### config.mk
export PLATFORM = sky130hd
export DESIGN_NAME = mem_arbiter
export DESIGN_NICKNAME = d
export VERILOG_FILES = /design/src/rtl/mem_arbiter.sv
export SDC_FILE = /design/constraint.sdc
export NUM_CORES = 1
export LEC_CHECK = 0
export BUFFER_PORTS_ARGS = -buffer_cell sky130_fd_sc_hd__buf_4
export CAP_MARGIN = 20
export CORE_AREA = 2 2 107 109
export CTS_BUF_LIST = sky130_fd_sc_hd__clkbuf_16
export DETAILED_ROUTE_END_ITERATION = 12
export DIE_AREA = 0 0 109 111
export SYNTH_ARGS = -nofsm -noshare
export SYNTH_HDL_FRONTEND = slang
export SYNTH_SLANG_ARGS = --single-unit
export TNS_END_PERCENT = 100
### constraint.sdc
create_clock -name clk -period 2.6 [get_ports clk]
set_clock_uncertainty 0.05 [all_clocks]
set_input_delay 0.65 -clock clk [delete_from_list [all_inputs] [get_ports clk]]
set_output_delay 0.65 -clock clk [all_outputs]
set_load 0.02 [all_outputs]
### src/rtl/mem_arbiter.sv
`default_nettype none
// ============================================================================
// Module   : mem_arbiter
// Purpose  : Two-master (fetch / data) to one-slave memory port arbiter with
//            alternating priority on ties, ce/ack handshake, pipeline stall
//            request and a watchdog that terminates unacknowledged transfers.
// Revision : 1.0 - initial release
// ============================================================================
module mem_arbiter #(
  parameter int AddrWidth     = 32,
  parameter int DataWidth     = 32,
  parameter int TimeoutCycles = 255
) (
  input  logic                 clk,
  input  logic                 rst,
  // fetch master
  input  logic                 if_req_i,
  input  logic [AddrWidth-1:0] if_addr_i,
  output logic [DataWidth-1:0] if_rdata_o,
  output logic                 if_ack_o,
  // data master
  input  logic                 data_req_i,
  input  logic                 data_we_i,
  input  logic [AddrWidth-1:0] data_addr_i,
  input  logic [DataWidth-1:0] data_wdata_i,
  input  logic [3:0]           data_sel_i,
  output logic [DataWidth-1:0] data_rdata_o,
  output logic                 data_ack_o,
  // memory slave
  output logic                 mem_ce_o,
  output logic                 mem_we_o,
  output logic [AddrWidth-1:0] mem_addr_o,
  output logic [DataWidth-1:0] mem_wdata_o,
  output logic [3:0]           mem_sel_o,
  input  logic [DataWidth-1:0] mem_rdata_i,
  input  logic                 mem_ack_i,
  // pipeline control
  output logic                 stallreq_o,
  output logic                 bus_err_o
);

  typedef enum logic [1:0] {
    IDLE     = 2'd0,
    GNT_IF   = 2'd1,
    GNT_DATA = 2'd2
  } state_t;

  // Watchdog fires on the cycle the counter holds this value.
  localparam logic [7:0] TimeoutLast = 8'(TimeoutCycles - 1);

  state_t     state_q, state_d;
  logic       last_q, last_d;   // 0 = fetch granted last, 1 = data granted last
  logic [7:0] cnt_q, cnt_d;
  logic       timeout_w;

  // State, priority bit and watchdog counter registers.
  always_ff @(posedge clk) begin
    if (rst) begin
      state_q <= IDLE;
      last_q  <= 1'b0;
      cnt_q   <= 8'd0;
    end else begin
      state_q <= state_d;
      last_q  <= last_d;
      cnt_q   <= cnt_d;
    end
  end

  // A real slave ack in the same cycle always beats the watchdog.
  assign timeout_w = (cnt_q == TimeoutLast) && !mem_ack_i;

  // Next-state, slave port muxing and master responses.
  always_comb begin
    state_d      = state_q;
    last_d       = last_q;
    cnt_d        = cnt_q;
    mem_ce_o     = 1'b0;
    mem_we_o     = 1'b0;
    mem_addr_o   = '0;
    mem_wdata_o  = '0;
    mem_sel_o    = 4'h0;
    if_ack_o     = 1'b0;
    if_rdata_o   = '0;
    data_ack_o   = 1'b0;
    data_rdata_o = '0;
    bus_err_o    = 1'b0;

    case (state_q)
      IDLE: begin
        cnt_d = 8'd0;
        if (if_req_i && data_req_i) begin
          state_d = last_q ? GNT_IF : GNT_DATA;
        end else if (if_req_i) begin
          state_d = GNT_IF;
        end else if (data_req_i) begin
          state_d = GNT_DATA;
        end
      end

      GNT_IF: begin
        mem_ce_o   = 1'b1;
        mem_addr_o = if_addr_i;
        mem_sel_o  = 4'hF;
        if (mem_ack_i) begin
          if_ack_o   = 1'b1;
          if_rdata_o = mem_rdata_i;
          state_d    = IDLE;
          last_d     = 1'b0;
        end else if (timeout_w) begin
          if_ack_o  = 1'b1;
          bus_err_o = 1'b1;
          state_d   = IDLE;
          last_d    = 1'b0;
        end else begin
          cnt_d = cnt_q + 8'd1;
        end
      end

      GNT_DATA: begin
        mem_ce_o    = 1'b1;
        mem_we_o    = data_we_i;
        mem_addr_o  = data_addr_i;
        mem_wdata_o = data_wdata_i;
        mem_sel_o   = data_sel_i;
        if (mem_ack_i) begin
          data_ack_o   = 1'b1;
          data_rdata_o = mem_rdata_i;
          state_d      = IDLE;
          last_d       = 1'b1;
        end else if (timeout_w) begin
          data_ack_o = 1'b1;
          bus_err_o  = 1'b1;
          state_d    = IDLE;
          last_d     = 1'b1;
        end else begin
          cnt_d = cnt_q + 8'd1;
        end
      end

      default: begin
        state_d = IDLE;
      end
    endcase
  end

  // Stall while any master has a request that is not completing this cycle.
  assign stallreq_o = (if_req_i && !if_ack_o) || (data_req_i && !data_ack_o);

endmodule
`default_nettype wire

==> impl_metrics.yaml <==
grt:
  grt_pass1_wl_um: 15600
  grt-ovfl-total: 0
  grt_usage_pct: 16.01
  grt_max_degree: 103
  grt_pass1_vias: 2866
  antenna_found_initial: 0
min_path:
  hold_class: "reg -> reg"
  hold_path.startpoint: "last_q"
die:
  die_h_um: 111
  io_pins: 276
  die_w_um: 109
  coreArea_um2: 11080
  initial_core_util_pct: 17.50
  die-area_um2: 12100
  row_count: 39
synthesis:
  synth_seq_cells: 11
  syn_avg_cell_area_um2: 6.706
  netlist-cell-type-count: 35
  synth_top_cell_by_area: "and3_1"
  synth_area_um2: 1938
  yosys.area.top_type_share_pct: 20.66
  ys_seq_area_share_pct: 11.36
  ys_top_cells_by_area: "and3_1 21%, a22oi_1 12%, nor2b_1 12%"
  synth_warnings: 0
  synth_nets: 433
  syn_inst: 289
sta:
  rsz0062_at_grt: "false"
  timing.fmax_ghz: 0.4088
  min_period_ns: 2.446
  setup_viol: 0
  max_slew_margin_pct: 74.69
  period_share_pct: 94.08
  slew_viol_final: 0
  tightest_slew_ns: 0.3701
  hold_viol_final: 0
  finalSetupTns_ns: 0
  layout_setup_ws_ns: 0.1538
clock_tree:
  clk_pin_slew_ns: 0.04
  cts_made_buffers: 3
  cts-htree-levels: 1
  cts_resized: 0
  ctsLongestPathBuffers: 2
  clk_latency_ns: 0.24
  cts_tree: "yes"
  cts_sinks: 11
  cts_hold_buf: 0
  cts_root_buf: "clkbuf_16"
  post_cts_buffers: 0
route:
  wl_um: 10770
  dr.pass1.iters: 4
  dr.first_iter.drc_count: 224
  num_vias: 3098
  via_per_inst: 4.529
  wl_per_cell_um: 15.75
  ant_nets: 0
  drc: 0
layout:
  mostFrequentLayoutCells: "280 x buf_4, 64 x and3_1, 37 x nor2b_1, 33 x and2_1, 32 x a22oi_1"
  area_delta_synth_final_pct: 117.4
  final_common_cell: "buf_4"
  stdcell_area_um2: 4213
  fillCellCount: 1145
  final-seq-area_um2: 220.2
  fin_util_pct: 38.03
  stdcell_count: 684
  nets: 686
  diodes: 0
  multi_input_area_um2: 1567
  drive_above_1_share_pct: 53.79
placed_design:
  io_buffers: 275
  pre_cts_ws_ns: 0.4185
  gp_congestion: 0.8546
  placedCellCount: 680
  dpl_cell_area_um2: 4134
  dp_hpwl_um: 8483
worst_setup_path:
  cp-start-kind: "register"
  endpoint_kind: "primary output"
  crit_arrival_ns: 1.75
  worstPathMaxFanout: 102
  crit_start: "state_q[0]"
  path_class: "reg -> out"
  rr_startpoint: "state_q[0]"
  worstPathRequired_ns: 1.90
power:
  leakage_nw: 2.300
  ir_drop_v: 0.0002593
  p_per_area_nw_per_um2: 390.9
run:
  drv_cap: 0
outcome:
  status: "complete, no violations"
[stage by stage]
| stage | hold slack (ns) | total power [W] |
|---|---|---|
| floorplan | 0.4204 | 0.0008257 |
| global placement | 0.4429 | 0.001356 |
| detailed placement | 0.4351 | 0.001366 |
| CTS | 0.4490 | 0.001660 |
| global route | 0.4753 | 0.001749 |
| finish | 0.4542 | 0.001647 |
[Yosys cell counts]
| cell type | count |
|---|---|
| a2111oi_0 | 1 |
| a2111oi_2 | 1 |
| a211o_1 | 2 |
| a211oi_1 | 1 |
| a21o_1 | 2 |
| a21oi_1 | 5 |
| a22o_1 | 1 |
| a22oi_1 | 32 |
| a31o_2 | 1 |
| a31oi_1 | 6 |
| and2_1 | 33 |
| and3_1 | 64 |
| and3_4 | 1 |
| and4_4 | 1 |
| buf_2 | 2 |
| clkbuf_1 | 32 |
| dfxtp_1 | 11 |
| ha_1 | 6 |
| inv_1 | 7 |
| nand2_1 | 14 |
| nand2b_1 | 3 |
| nand3_1 | 2 |
| nand4_1 | 2 |
| nor2_1 | 5 |
| nor2b_1 | 37 |
| nor3_1 | 2 |
| o2111ai_1 | 1 |
| o211ai_1 | 3 |
| o21a_1 | 1 |
| o21ai_0 | 1 |
| o22ai_1 | 1 |
| o311ai_0 | 2 |
| or4_1 | 3 |
| or4b_1 | 2 |
| xnor2_1 | 1 |
[kinds of logic (layout without fill, tap and decap cells)]
family          after synthesis  count (layout)  synth area share (%)
xor+xnor                      1               1                0.4520
fa+ha+maj                     6               6                 3.873
compound gates               61              61                 23.31
flops                        11              11                 11.36
simple gates                169             169                 52.94
buf+inv                      41             293                 8.070
[routing by layer]
metal	routed length [µm]	track usage [%]	share of wire [%]
met5	0	0	0
met4	181	3.419	1.7
met3	927	3.116	8.6
met2	5324	27.99	49
met1	4339	20.06	40
[worst paths after layout]
check,depth (start not counted),endpoint,slack (ns)
worst max-delay path,6,mem_addr_o[20],0.15
worst min register to register,2,last_q,0.45
worst min-delay path,2,last_q,0.45
worst max register to register,7,cnt_q[6],0.42
[registers in the layout, summed over array words and instances, names as in the netlist]
signal and cells:
cnt_q 8, last_q 1, state_q 2
[area by class of cell]
class                           instances  area share [%]
Tap cell                              143           4.247
Timing Repair Buffer                  282           50.85
Inverter                                7          0.6237
Sequential cell                        11           5.227
Clock buffer                            3           1.782
Multi-Input combinational cell        237           37.18
Clock inverter                          1         0.08910
[power breakdown]
group | internal [W] | switching [W]
registers | 0.000180 | 0.00000856
logic | 0.000542 | 0.000632
clock network | 0.000202 | 0.0000817
total | 0.000925 | 0.000722
[critical path: stages, from the launching register on]
cell,delay (ns)
dfxtp_1,0.32
inv_1,0.11
ha_2,0.20
buf_12,0.28
a22oi_1,0.17
nor2b_1,0.17
buf_4,0.16
Power figures use the tool's default switching activity.
